$ cat src/rtl/anim_pkg.sv
// Shared types, playback-mode encodings and the one-hot decode helper
// used by the animation frame sequencer.
package anim_pkg;

    typedef enum logic [1:0] {
        IDLE  = 2'd0,
        PLAY  = 2'd1,
        PAUSE = 2'd2,
        DONE  = 2'd3
    } state_t;

    // Playback modes; the unused 2'b11 encoding falls through to loop.
    localparam logic [1:0] MODE_LOOP     = 2'b00;
    localparam logic [1:0] MODE_ONESHOT  = 2'b01;
    localparam logic [1:0] MODE_PINGPONG = 2'b10;

    // One bit of a one-hot decode: high when bit position pos is the selected index.
    function automatic logic onehot_bit(input int unsigned idx, input int unsigned pos);
        return (idx == pos);
    endfunction

endpackage

$ cat src/rtl/anim_frame_sequencer_if.sv
// Control/status bundle between the sprite pipeline controller and the
// frame sequencer. The controller drives the master side.
interface anim_frame_sequencer_if #(
    parameter int NUM_FRAMES = 2,
    parameter int HOLD_W     = 6,
    parameter int FRAME_W    = (NUM_FRAMES > 1) ? $clog2(NUM_FRAMES) : 1
);
    logic                  Run;
    logic                  restart;
    logic                  frame_tick;
    logic [1:0]            mode;
    logic [HOLD_W-1:0]     hold_frames;
    logic [FRAME_W-1:0]    frame_idx;
    logic [NUM_FRAMES-1:0] frame_sel;
    logic                  frame_adv;
    logic                  done;
    logic                  busy;

    modport master (
        output Run, restart, frame_tick, mode, hold_frames,
        input  frame_idx, frame_sel, frame_adv, done, busy
    );

    modport slave (
        input  Run, restart, frame_tick, mode, hold_frames,
        output frame_idx, frame_sel, frame_adv, done, busy
    );
endinterface

$ cat src/rtl/anim_hold_counter.sv
// Counts video-frame ticks for the current animation frame and flags the
// tick that completes the hold period. A hold of 0 behaves like 1.
module anim_hold_counter #(
    parameter int HOLD_W = 6
) (
    input  logic              clk,
    input  logic              rst_n,
    input  logic              clr_i,
    input  logic              en_i,
    input  logic [HOLD_W-1:0] hold_i,
    output logic              expire_o
);
    logic [HOLD_W-1:0] cnt_q;
    logic [HOLD_W-1:0] hold_eff;
    logic [HOLD_W-1:0] terminal;

    assign hold_eff = (hold_i == '0) ? HOLD_W'(1) : hold_i;
    assign terminal = hold_eff - HOLD_W'(1);
    assign expire_o = en_i && (cnt_q == terminal);

    // Tick counter: cleared on request, wraps to zero on the expiring tick.
    always_ff @(posedge clk or negedge rst_n) begin
        if (!rst_n) begin
            cnt_q <= '0;
        end else if (clr_i) begin
            cnt_q <= '0;
        end else if (en_i) begin
            cnt_q <= expire_o ? '0 : cnt_q + HOLD_W'(1);
        end
    end
endmodule

$ cat src/rtl/anim_frame_sequencer.sv
// Sprite animation frame sequencer: steps a frame index every N video
// frames in loop, one-shot or ping-pong order with pause and restart.
module anim_frame_sequencer
    import anim_pkg::*;
#(
    parameter int NUM_FRAMES = 2,
    parameter int HOLD_W     = 6,
    parameter int FRAME_W    = (NUM_FRAMES > 1) ? $clog2(NUM_FRAMES) : 1
) (
    input  logic                   Clk,
    input  logic                   Reset,
    anim_frame_sequencer_if.slave  bus
);
    localparam logic [FRAME_W-1:0] LAST_IDX = FRAME_W'(NUM_FRAMES - 1);
    localparam logic [FRAME_W-1:0] ONE      = FRAME_W'(1);

    state_t                state_q;
    logic [FRAME_W-1:0]    idx_q;
    logic                  dir_up_q;
    logic [1:0]            mode_q;
    logic [HOLD_W-1:0]     hold_q;
    logic [NUM_FRAMES-1:0] sel_q;
    logic                  adv_q;
    logic                  done_q;
    logic                  busy_q;

    logic [FRAME_W-1:0]    idx_d;
    logic                  dir_up_d;
    logic                  adv_d;
    logic                  last_d;
    logic [NUM_FRAMES-1:0] sel_d;

    logic start_play;
    logic cnt_clr;
    logic cnt_en;
    logic expire;

    // Leaving IDLE and restart both start a fresh hold period; only
    // un-preempted ticks while actively playing are counted.
    assign start_play = (state_q == IDLE) && bus.Run;
    assign cnt_clr    = bus.restart || start_play;
    assign cnt_en     = (state_q == PLAY) && bus.Run && bus.frame_tick && !bus.restart;

    anim_hold_counter #(
        .HOLD_W (HOLD_W)
    ) u_hold (
        .clk      (Clk),
        .rst_n    (Reset),
        .clr_i    (cnt_clr),
        .en_i     (cnt_en),
        .hold_i   (hold_q),
        .expire_o (expire)
    );

    // Candidate next frame/direction if the current hold period expires.
    always_comb begin
        idx_d    = idx_q;
        dir_up_d = dir_up_q;
        adv_d    = 1'b0;
        last_d   = 1'b0;
        case (mode_q)
            MODE_ONESHOT: begin
                if (idx_q < LAST_IDX) begin
                    idx_d = idx_q + ONE;
                    adv_d = 1'b1;
                end else begin
                    last_d = 1'b1;
                end
            end
            MODE_PINGPONG: begin
                if (NUM_FRAMES > 1) begin
                    adv_d = 1'b1;
                    if (dir_up_q) begin
                        if (idx_q == LAST_IDX) begin
                            idx_d    = idx_q - ONE;
                            dir_up_d = 1'b0;
                        end else begin
                            idx_d = idx_q + ONE;
                        end
                    end else begin
                        if (idx_q == '0) begin
                            idx_d    = idx_q + ONE;
                            dir_up_d = 1'b1;
                        end else begin
                            idx_d = idx_q - ONE;
                        end
                    end
                end
            end
            default: begin
                adv_d = 1'b1;
                idx_d = (idx_q == LAST_IDX) ? '0 : idx_q + ONE;
            end
        endcase
    end

    for (genvar gi = 0; gi < NUM_FRAMES; gi++) begin : g_sel
        assign sel_d[gi] = onehot_bit(32'(idx_d), gi);
    end

    // Playback FSM with registered frame index, select and status pulses.
    always_ff @(posedge Clk or negedge Reset) begin
        if (!Reset) begin
            state_q  <= IDLE;
            idx_q    <= '0;
            dir_up_q <= 1'b1;
            mode_q   <= MODE_LOOP;
            hold_q   <= '0;
            sel_q    <= NUM_FRAMES'(1);
            adv_q    <= 1'b0;
            done_q   <= 1'b0;
            busy_q   <= 1'b0;
        end else begin
            adv_q  <= 1'b0;
            done_q <= 1'b0;
            if (bus.restart) begin
                idx_q    <= '0;
                dir_up_q <= 1'b1;
                sel_q    <= NUM_FRAMES'(1);
                mode_q   <= bus.mode;
                hold_q   <= bus.hold_frames;
                state_q  <= bus.Run ? PLAY : IDLE;
                busy_q   <= bus.Run;
            end else begin
                case (state_q)
                    IDLE: begin
                        if (bus.Run) begin
                            mode_q  <= bus.mode;
                            hold_q  <= bus.hold_frames;
                            state_q <= PLAY;
                            busy_q  <= 1'b1;
                        end
                    end
                    PLAY: begin
                        if (!bus.Run) begin
                            state_q <= PAUSE;
                        end else if (expire) begin
                            if (last_d) begin
                                state_q <= DONE;
                                done_q  <= 1'b1;
                                busy_q  <= 1'b0;
                            end else begin
                                idx_q    <= idx_d;
                                dir_up_q <= dir_up_d;
                                sel_q    <= sel_d;
                                adv_q    <= adv_d;
                            end
                        end
                    end
                    PAUSE: begin
                        if (bus.Run) begin
                            state_q <= PLAY;
                        end
                    end
                    default: begin
                    end
                endcase
            end
        end
    end

    assign bus.frame_idx = idx_q;
    assign bus.frame_sel = sel_q;
    assign bus.frame_adv = adv_q;
    assign bus.done      = done_q;
    assign bus.busy      = busy_q;
endmodule

$ cat src/flat_wrapper.sv
// flat-port wrapper written by rule: the top's interface ports become plain ports
module anim_frame_sequencer_flat import anim_pkg::*;
#(
    parameter int NUM_FRAMES = 2,
    parameter int HOLD_W     = 6,
    parameter int FRAME_W    = (NUM_FRAMES > 1) ? $clog2(NUM_FRAMES) : 1
)
  (Clk, Reset, bus_Run, bus_restart, bus_frame_tick, bus_mode, bus_hold_frames, bus_frame_idx, bus_frame_sel, bus_frame_adv, bus_done, bus_busy);
  anim_frame_sequencer_if #(.NUM_FRAMES(NUM_FRAMES), .HOLD_W(HOLD_W), .FRAME_W(FRAME_W)) bus_i ();
  input  logic Clk;
  input  logic Reset;
  input wire logic [$bits(bus_i.Run)-1:0] bus_Run;
  input wire logic [$bits(bus_i.restart)-1:0] bus_restart;
  input wire logic [$bits(bus_i.frame_tick)-1:0] bus_frame_tick;
  input wire logic [$bits(bus_i.mode)-1:0] bus_mode;
  input wire logic [$bits(bus_i.hold_frames)-1:0] bus_hold_frames;
  output wire logic [$bits(bus_i.frame_idx)-1:0] bus_frame_idx;
  output wire logic [$bits(bus_i.frame_sel)-1:0] bus_frame_sel;
  output wire logic [$bits(bus_i.frame_adv)-1:0] bus_frame_adv;
  output wire logic [$bits(bus_i.done)-1:0] bus_done;
  output wire logic [$bits(bus_i.busy)-1:0] bus_busy;
  assign bus_i.Run = bus_Run;
  assign bus_i.restart = bus_restart;
  assign bus_i.frame_tick = bus_frame_tick;
  assign bus_i.mode = bus_mode;
  assign bus_i.hold_frames = bus_hold_frames;
  assign bus_frame_idx = bus_i.frame_idx;
  assign bus_frame_sel = bus_i.frame_sel;
  assign bus_frame_adv = bus_i.frame_adv;
  assign bus_done = bus_i.done;
  assign bus_busy = bus_i.busy;
  anim_frame_sequencer #(.NUM_FRAMES(NUM_FRAMES), .HOLD_W(HOLD_W), .FRAME_W(FRAME_W)) u_core (.Clk(Clk), .Reset(Reset), .bus(bus_i));
endmodule
$ cat config.mk
export PLATFORM = sky130hd
export DESIGN_NAME = anim_frame_sequencer_flat
export DESIGN_NICKNAME = d
export VERILOG_FILES = /design/src/rtl/anim_pkg.sv /design/src/rtl/anim_frame_sequencer_if.sv /design/src/rtl/anim_hold_counter.sv /design/src/rtl/anim_frame_sequencer.sv /design/src/flat_wrapper.sv
export SDC_FILE = /design/constraint.sdc
export NUM_CORES = 1
export LEC_CHECK = 0
export CAP_MARGIN = 20
export CORE_AREA = 4 4 88 49
export CTS_CLUSTER_SIZE = 40
export DETAILED_ROUTE_END_ITERATION = 16
export DIE_AREA = 0 0 92 53
export GPL_TIMING_DRIVEN = 0
export PLACE_DENSITY = 0.54
export SYNTH_ARGS = -nofsm -noshare
export SYNTH_HDL_FRONTEND = slang
export SYNTH_SLANG_ARGS = --single-unit
$ cat constraint.sdc
create_clock -name Clk -period 5.1 [get_ports Clk]
set_input_delay 0.51 -clock Clk [delete_from_list [all_inputs] [get_ports Clk]]
set_output_delay 0.51 -clock Clk [all_outputs]
set_load 0.01 [all_outputs]
==> results.sh, run 1 <==
export IMPL_status="finished clean"
export IMPL_grt_pass1_vias=974
export IMPL_finalHoldViolations=0
export IMPL_routed_wl_um=2660
export IMPL_postCtsHoldBufs=0
export IMPL_power_density_mw_per_mm2=244
export IMPL_rsz0062_at_grt="no"
export IMPL_yosysMostFrequentCell="dfrtp_1"
export IMPL_synthesis_nets=128
export IMPL_critPathLaunchType="register"
export IMPL_postCtsResizedCells=0
export IMPL_p_leak_nw=0.640
export IMPL_synth_cells=111
export IMPL_track_usage_pct=12.3
export IMPL_viasPerCell=5.02
export IMPL_final_core_util_pct=41.4
export IMPL_setup_viol=0
export IMPL_finalCriticalPeriod_ns=3.10
export IMPL_timing_final_ws_setup_ns=2.00
export IMPL_crit_arrival_ns=3.26
export IMPL_insertion_delay_ns=0.26
export IMPL_io_buffers=18
export IMPL_die_area_sq_mm=0.00488
export IMPL_cts_setup_buffers=0
export IMPL_cts_sinks=21
export IMPL_root_buffer="clkbuf_8"
export IMPL_cts_tree="done"
export IMPL_peakVddDrop_mv=0.0938
export IMPL_critPathKind="register to register"
export IMPL_drt_pass1_iterations=4
export IMPL_maxCapViolCount=0
export IMPL_drv_slew=0
export IMPL_power_frac_clock_pct=30.3
export IMPL_pwr_share_comb_pct=18.7
export IMPL_critPathMaxFanout=8
export IMPL_synthFlopType="dfrtp_1"
export IMPL_path_buf_inv=0
export IMPL_grt_ovfl_total=0
export IMPL_die_x_um=92
export IMPL_yosysTopAreaCell="dfrtp_1"
export IMPL_fin_crit_sh_pct=60.8
export IMPL_final_setup_tns_ns=0
export IMPL_yosys_top_cells_area="dfrtp_1 (42%), mux2_2 (9.5%), xnor2_1 (4.4%)"
export IMPL_max_freq_mhz=322
export IMPL_yosysSeqAreaShare_pct=44.4
export IMPL_reg2reg_slack_ns=2.00
export IMPL_p_sw_share_pct=27.4
export IMPL_finClkSkew_ns=0.00343
export IMPL_rows=16
export IMPL_r2r_end="u_core.bus.frame_idx"
export IMPL_synthToLayoutAreaGrowth_pct=27.1
export IMPL_coreArea_sq_mm=0.00364
export IMPL_synth_avg_cell_area_sq_um=10.7
export IMPL_cp_slowest_cell="a2111oi_4"
export IMPL_path_cells="or4_4 > nor2_1 > nor2_1 > ha_1 > xor2_1 > nand4_1 > a2111oi_4 > nand4_1 > mux2_2"
export IMPL_reg2regPathDepth=9
export IMPL_worstSetupEndpointType="register"
export IMPL_place_hpwl_um=2030
export IMPL_r2r_start="u_core.hold_q[2]"
export IMPL_post_place_ws_ns=1.99
export IMPL_antenna_found_initial=0
export IMPL_min_path_type="input port to asynchronous set/reset pin"
export IMPL_via_count=943
export IMPL_place_congestion=0.710
export IMPL_critical_path_required_ns=5.26
export IMPL_power_frac_seq_pct=51.0
export IMPL_fp_dieH_um=53
export IMPL_num_io_pins=19
export IMPL_synth_edff_count=0
export IMPL_yosys_warnings=0
export IMPL_routedWlPerCell_um=14.1
export IMPL_cts_made_buffers=3
export IMPL_antenna_left=0
export IMPL_netlist_area_sq_mm=0.00119
export IMPL_initial_core_util_pct=32.6
export IMPL_synth_seq_cells=21
export IMPL_synthArstFlopShare_pct=100
export IMPL_drtIter0Drc=40
export IMPL_cp_top_family="simple AND/OR/NAND/NOR gates"
export IMPL_cts_buffer_depth=2
export IMPL_max_slew_margin_rel_pct=52.2
export IMPL_synth_cell_type_count=35
export IMPL_whs_ns=0.485
export IMPL_grt_max_degree=22
export IMPL_crit_path_max_incr_delay_ns=0.60
export IMPL_final_nets=152
export IMPL_grt_pass1_wl_um=4620
export IMPL_final_layout_size_suffix_gt1_share_pct=15.7
export IMPL_power_switching_w=0.000101
export IMPL_path_clk_slew_ns=0.08
export IMPL_synthTopCellsByCount="dfrtp_1 (20), mux2_2 (10), nor2_1 (9)"
export IMPL_synth_top_area_share_pct=42.2
export IMPL_diodes=0
export IMPL_drt_drc_violations_left=0
export IMPL_internal_power_w=0.000266
export IMPL_worstMarginPinSlew_ns=0.712
export IMPL_htreeDepth=1
-- cell type report --
type | instances | area (sq um)
multi-input combinational | 82 | 626
buffer | 2 | 11.3
clock inverter | 1 | 5.00
timing repair buffer | 19 | 208
sequential | 21 | 527
inverter | 6 | 22.5
clock buffer | 3 | 41.3
fill | 351 | 2140
tap | 54 | 67.6
-- per-layer routing --
metal  wire (um)  share of wire [%]  GRT usage [%]
met5           0                  0              0
met4           7               0.26           1.48
met3         138                5.2           4.40
met2        1160                 44           20.9
met1        1360                 51           15.7
-- cells in the final DEF (no fill, tap or decap), drive strengths merged, types with 3 or more instances in the layout --
cell type	count
nor2	9
a21oi	6
xor2	3
ha	4
a221o	3
a2111oi	3
buf	3
nand2	4
nor2b	5
xnor2	6
clkdlybuf4s50	18
nand3	5
clkbuf	3
inv	6
dfrtp	20
mux2	10
-- kinds of logic (layout without fill, tap and decap cells) --
kind of cell,after synthesis,in the layout,synth area share [%]
and+or+nand+nor,37,37,16.9
AOI/OAI and AO/OA,21,21,14.7
DFF,21,21,44.4
muxes,11,11,10.3
xor gates and xnor gates,9,9,6.65
buffers and inverters,8,31,2.85
adders and majority gates,4,4,4.22
-- state kept, by name, indices dropped and copies added (netlist names) --
register / count
u_core.bus.busy: 1
u_core.bus.done: 1
u_core.bus.frame_adv: 1
u_core.bus.frame_idx: 1
u_core.bus.frame_sel: 1
u_core.hold_q: 6
u_core.mode_q: 2
u_core.state_q: 2
u_core.u_hold.cnt_q: 6
-- power groups by stage --
stage          Combinational, W  Sequential [W]  Clock (W)
2_1_floorplan         0.0000431        0.000188          0
3_3_place_gp          0.0000649        0.000190          0
3_5_place_dp          0.0000670        0.000191          0
4_1_cts               0.0000671        0.000188   0.000117
5_1_grt               0.0000767        0.000189   0.000123
6_report              0.0000687        0.000187   0.000111
-- worst max path at each step --
stage / from / end / slack [ns] / cells past startpoint
floorplan: u_core.hold_q[2] / u_core.bus.frame_idx / 2.34 / 9
global placement: u_core.hold_q[2] / u_core.bus.frame_idx / 2.04 / 9
detailed placement: u_core.hold_q[2] / u_core.bus.frame_idx / 1.99 / 9
CTS: u_core.hold_q[2] / u_core.bus.frame_idx / 1.98 / 9
global route: u_core.hold_q[2] / u_core.bus.frame_idx / 1.76 / 9
finish: u_core.hold_q[2] / u_core.bus.frame_idx / 2.00 / 9
-- metrics by stage --
stage | std cells | power [W] | instance area, sq um
5_1_grt | 188 | 0.000389 | 1510
4_1_cts | 187 | 0.000371 | 1480
3_5_place_dp | 183 | 0.000258 | 1430
3_3_place_gp | 183 | 0.000255 | 1430
6_report | 188 | 0.000367 | 1510
2_1_floorplan | 111 | 0.000231 | 1190
No activity file was read; power rests on OpenSTA's default activity.
==> run 2, diff against run 1 <==
--- a/config.mk
+++ b/config.mk
@@ -11,7 +11,7 @@
 export DETAILED_ROUTE_END_ITERATION = 16
 export DIE_AREA = 0 0 92 53
 export GPL_TIMING_DRIVEN = 0
-export PLACE_DENSITY = 0.54
+export PLACE_DENSITY = 0.56
 export SYNTH_ARGS = -nofsm -noshare
 export SYNTH_HDL_FRONTEND = slang
 export SYNTH_SLANG_ARGS = --single-unit
==> constraint.sdc (replaced) <==
create_clock -name Clk -period 2.5 [get_ports Clk]
set_input_delay 0.25 -clock Clk [delete_from_list [all_inputs] [get_ports Clk]]
set_output_delay 0.25 -clock Clk [all_outputs]
set_load 0.01 [all_outputs]
==> run 2 against run 1 <==
Net effect: the flow now finishes with violations (setup timing); clock skew up 0.0036 ns; cell count up 4.8%; sequential power up 100%; core utilization up 2.7 points; global-route usage up 0.27 points; via count up 4.5%; register-to-register slack worse by 2.2 ns; critical path depth up 1; worst hold slack worse by 0.30 ns; total power up 110%; maximum frequency up 14%; highest routed layer unchanged.
==> results.sh, run 2 (synthesized netlist as in run 1, its figures left out) <==
export IMPL_final_layout_size_suffix_gt1_share_pct=25.2
export IMPL_cts_sinks=21
export IMPL_place_area_sq_mm=0.00144
export IMPL_startpoint="u_core.hold_q[2]"
export IMPL_timing_final_ws_setup_ns=-0.210
export IMPL_max_freq_mhz=369
export IMPL_fp_dieH_um=53
export IMPL_worstSetupEndpointType="register"
export IMPL_worstMarginPinSlew_ns=0.905
export IMPL_htreeDepth=1
export IMPL_cp_depth=10
export IMPL_final_core_util_pct=44.1
export IMPL_mostFrequentLayoutCells="dfrtp_1 (20), clkdlybuf4s50_1 (18), mux2_2 (10), nor2_1 (9), buf_4 (9)"
export IMPL_drt_drc_violations_left=0
export IMPL_power_density_mw_per_mm2=476
export IMPL_cts_buffer_depth=2
export IMPL_r2r_end="u_core.bus.frame_idx"
export IMPL_cp_top_family="simple AND/OR/NAND/NOR gates"
export IMPL_die_x_um=92
export IMPL_post_route_cell_area_sq_mm=0.00161
export IMPL_fin_crit_sh_pct=108
export IMPL_antenna_left=0
export IMPL_maxCapViolCount=0
export IMPL_layoutNonFillerInstCount=197
export IMPL_p_leak_nw=0.682
export IMPL_diodes=0
export IMPL_track_usage_pct=12.6
export IMPL_min_path_type="input port to asynchronous set/reset pin"
export IMPL_status="finished, violations left"
export IMPL_viasPerCell=5.00
export IMPL_crit_arrival_ns=2.85
export IMPL_rsz0062_at_grt="yes"
export IMPL_final_setup_tns_ns=-1.69
export IMPL_place_congestion=0.806
export IMPL_place_hpwl_um=2100
export IMPL_drtIter0Drc=38
export IMPL_critPathMaxFanout=2
export IMPL_critPathKind="register to register"
export IMPL_path_buf_inv=1
export IMPL_die_area_sq_mm=0.00488
export IMPL_cts_tree="done"
export IMPL_root_buffer="clkbuf_8"
export IMPL_critical_path_required_ns=2.64
export IMPL_finalCriticalPeriod_ns=2.71
export IMPL_cp_slowest_cell="or4_4"
export IMPL_placed_cells=183
export IMPL_layout_commonest_cell="dfrtp_1"
export IMPL_path_clk_slew_ns=0.08
export IMPL_antenna_found_initial=0
export IMPL_crit_path_max_incr_delay_ns=0.54
export IMPL_num_io_pins=19
export IMPL_critPathLaunchType="register"
export IMPL_finalHoldViolations=0
export IMPL_synthToLayoutAreaGrowth_pct=35.5
export IMPL_grt_pass1_vias=941
export IMPL_initial_core_util_pct=32.6
export IMPL_rows=16
export IMPL_post_place_ws_ns=-0.500
export IMPL_reg2regPathDepth=10
export IMPL_setup_viol=11
export IMPL_grt_ovfl_total=0
export IMPL_drv_slew=0
export IMPL_peakVddDrop_mv=0.212
export IMPL_cts_made_buffers=3
export IMPL_final_nets=161
export IMPL_insertion_delay_ns=0.26
export IMPL_via_count=985
export IMPL_routedWlPerCell_um=14.4
export IMPL_drt_pass1_iterations=4
export IMPL_max_slew_margin_rel_pct=39.2
export IMPL_finClkSkew_ns=0.00700
export IMPL_r2r_start="u_core.hold_q[2]"
export IMPL_io_buffers=18
export IMPL_endpoint="u_core.bus.frame_idx"
export IMPL_top_regs="u_core.hold_q (6), u_core.u_hold.cnt_q (6)"
export IMPL_routed_wl_um=2830
export IMPL_grt_pass1_wl_um=4680
export IMPL_reg2reg_slack_ns=-0.21
export IMPL_violations="setup timing"
export IMPL_grt_max_degree=22
export IMPL_coreArea_sq_mm=0.00364
export IMPL_path_cells="or4_4 > nor2_1 > nor2_1 > ha_2 > xor2_1 > nand4_1 > a2111oi_4 > buf_4 > nand4_1 > mux2_2"
run 2: worst register-to-register path: stages, from the launching register on:
cell,delay (ns)
dfrtp_1,0.39
or4_4,0.54
nor2_1,0.11
nor2_1,0.05
ha_2,0.33
xor2_1,0.13
nand4_1,0.14
a2111oi_4,0.27
buf_4,0.18
nand4_1,0.13
mux2_2,0.33
run 2: cell type report:
type | instances | area [sq um]
buffer | 2 | 11.3
clock buffer | 4 | 45.0
fill | 361 | 2040
inverter | 6 | 22.5
multi-input combinational | 82 | 656
sequential | 21 | 527
tap | 54 | 67.6
timing repair buffer | 28 | 279
run 2: per-layer routing:
| layer | wire (um) | vias up | global-route usage (%) |
|---|---|---|---|
| met1 | 1310 | 483 | 17.3 |
| met2 | 1310 | 33 | 20.0 |
| li1 | - | 467 | - |
| met3 | 201 | 2 | 4.40 |
| met4 | 6 | 0 | 0.739 |
| met5 | 0 | - | 0 |
run 2: through the flow:
step                power (W)  hold slack, ns
floorplan            0.000473         -0.0456
global placement     0.000523           0.514
detailed placement   0.000529           0.525
CTS                  0.000764           0.539
global route         0.000808           0.184
finish               0.000765           0.188
run 2: power by group:
part	internal (W)	switching, W
Combinational	0.0000850	0.0000773
Sequential	0.000359	0.0000214
Clock	0.000113	0.000109
run 2: worst min path at each step:
stage	start	to	slack [ns]
2_1_floorplan	Reset	u_core.bus.busy	-0.05
5_1_grt	Reset	u_core.u_hold.cnt_q[3]	0.18
3_3_place_gp	u_core.bus.frame_sel[0]	u_core.bus.frame_sel[0]	0.51
6_report	Reset	u_core.u_hold.cnt_q[3]	0.19
3_5_place_dp	u_core.bus.frame_sel[0]	u_core.bus.frame_sel[0]	0.53
4_1_cts	u_core.bus.frame_sel[0]	u_core.bus.frame_sel[0]	0.54
run 2: timing repair:
action	4_1_cts	5_1_grt
buffers inserted	4	5
pin swaps	9	10
hold buffers	0	0
gates resized for setup	5	3
endpoints found under the setup margin	12	12
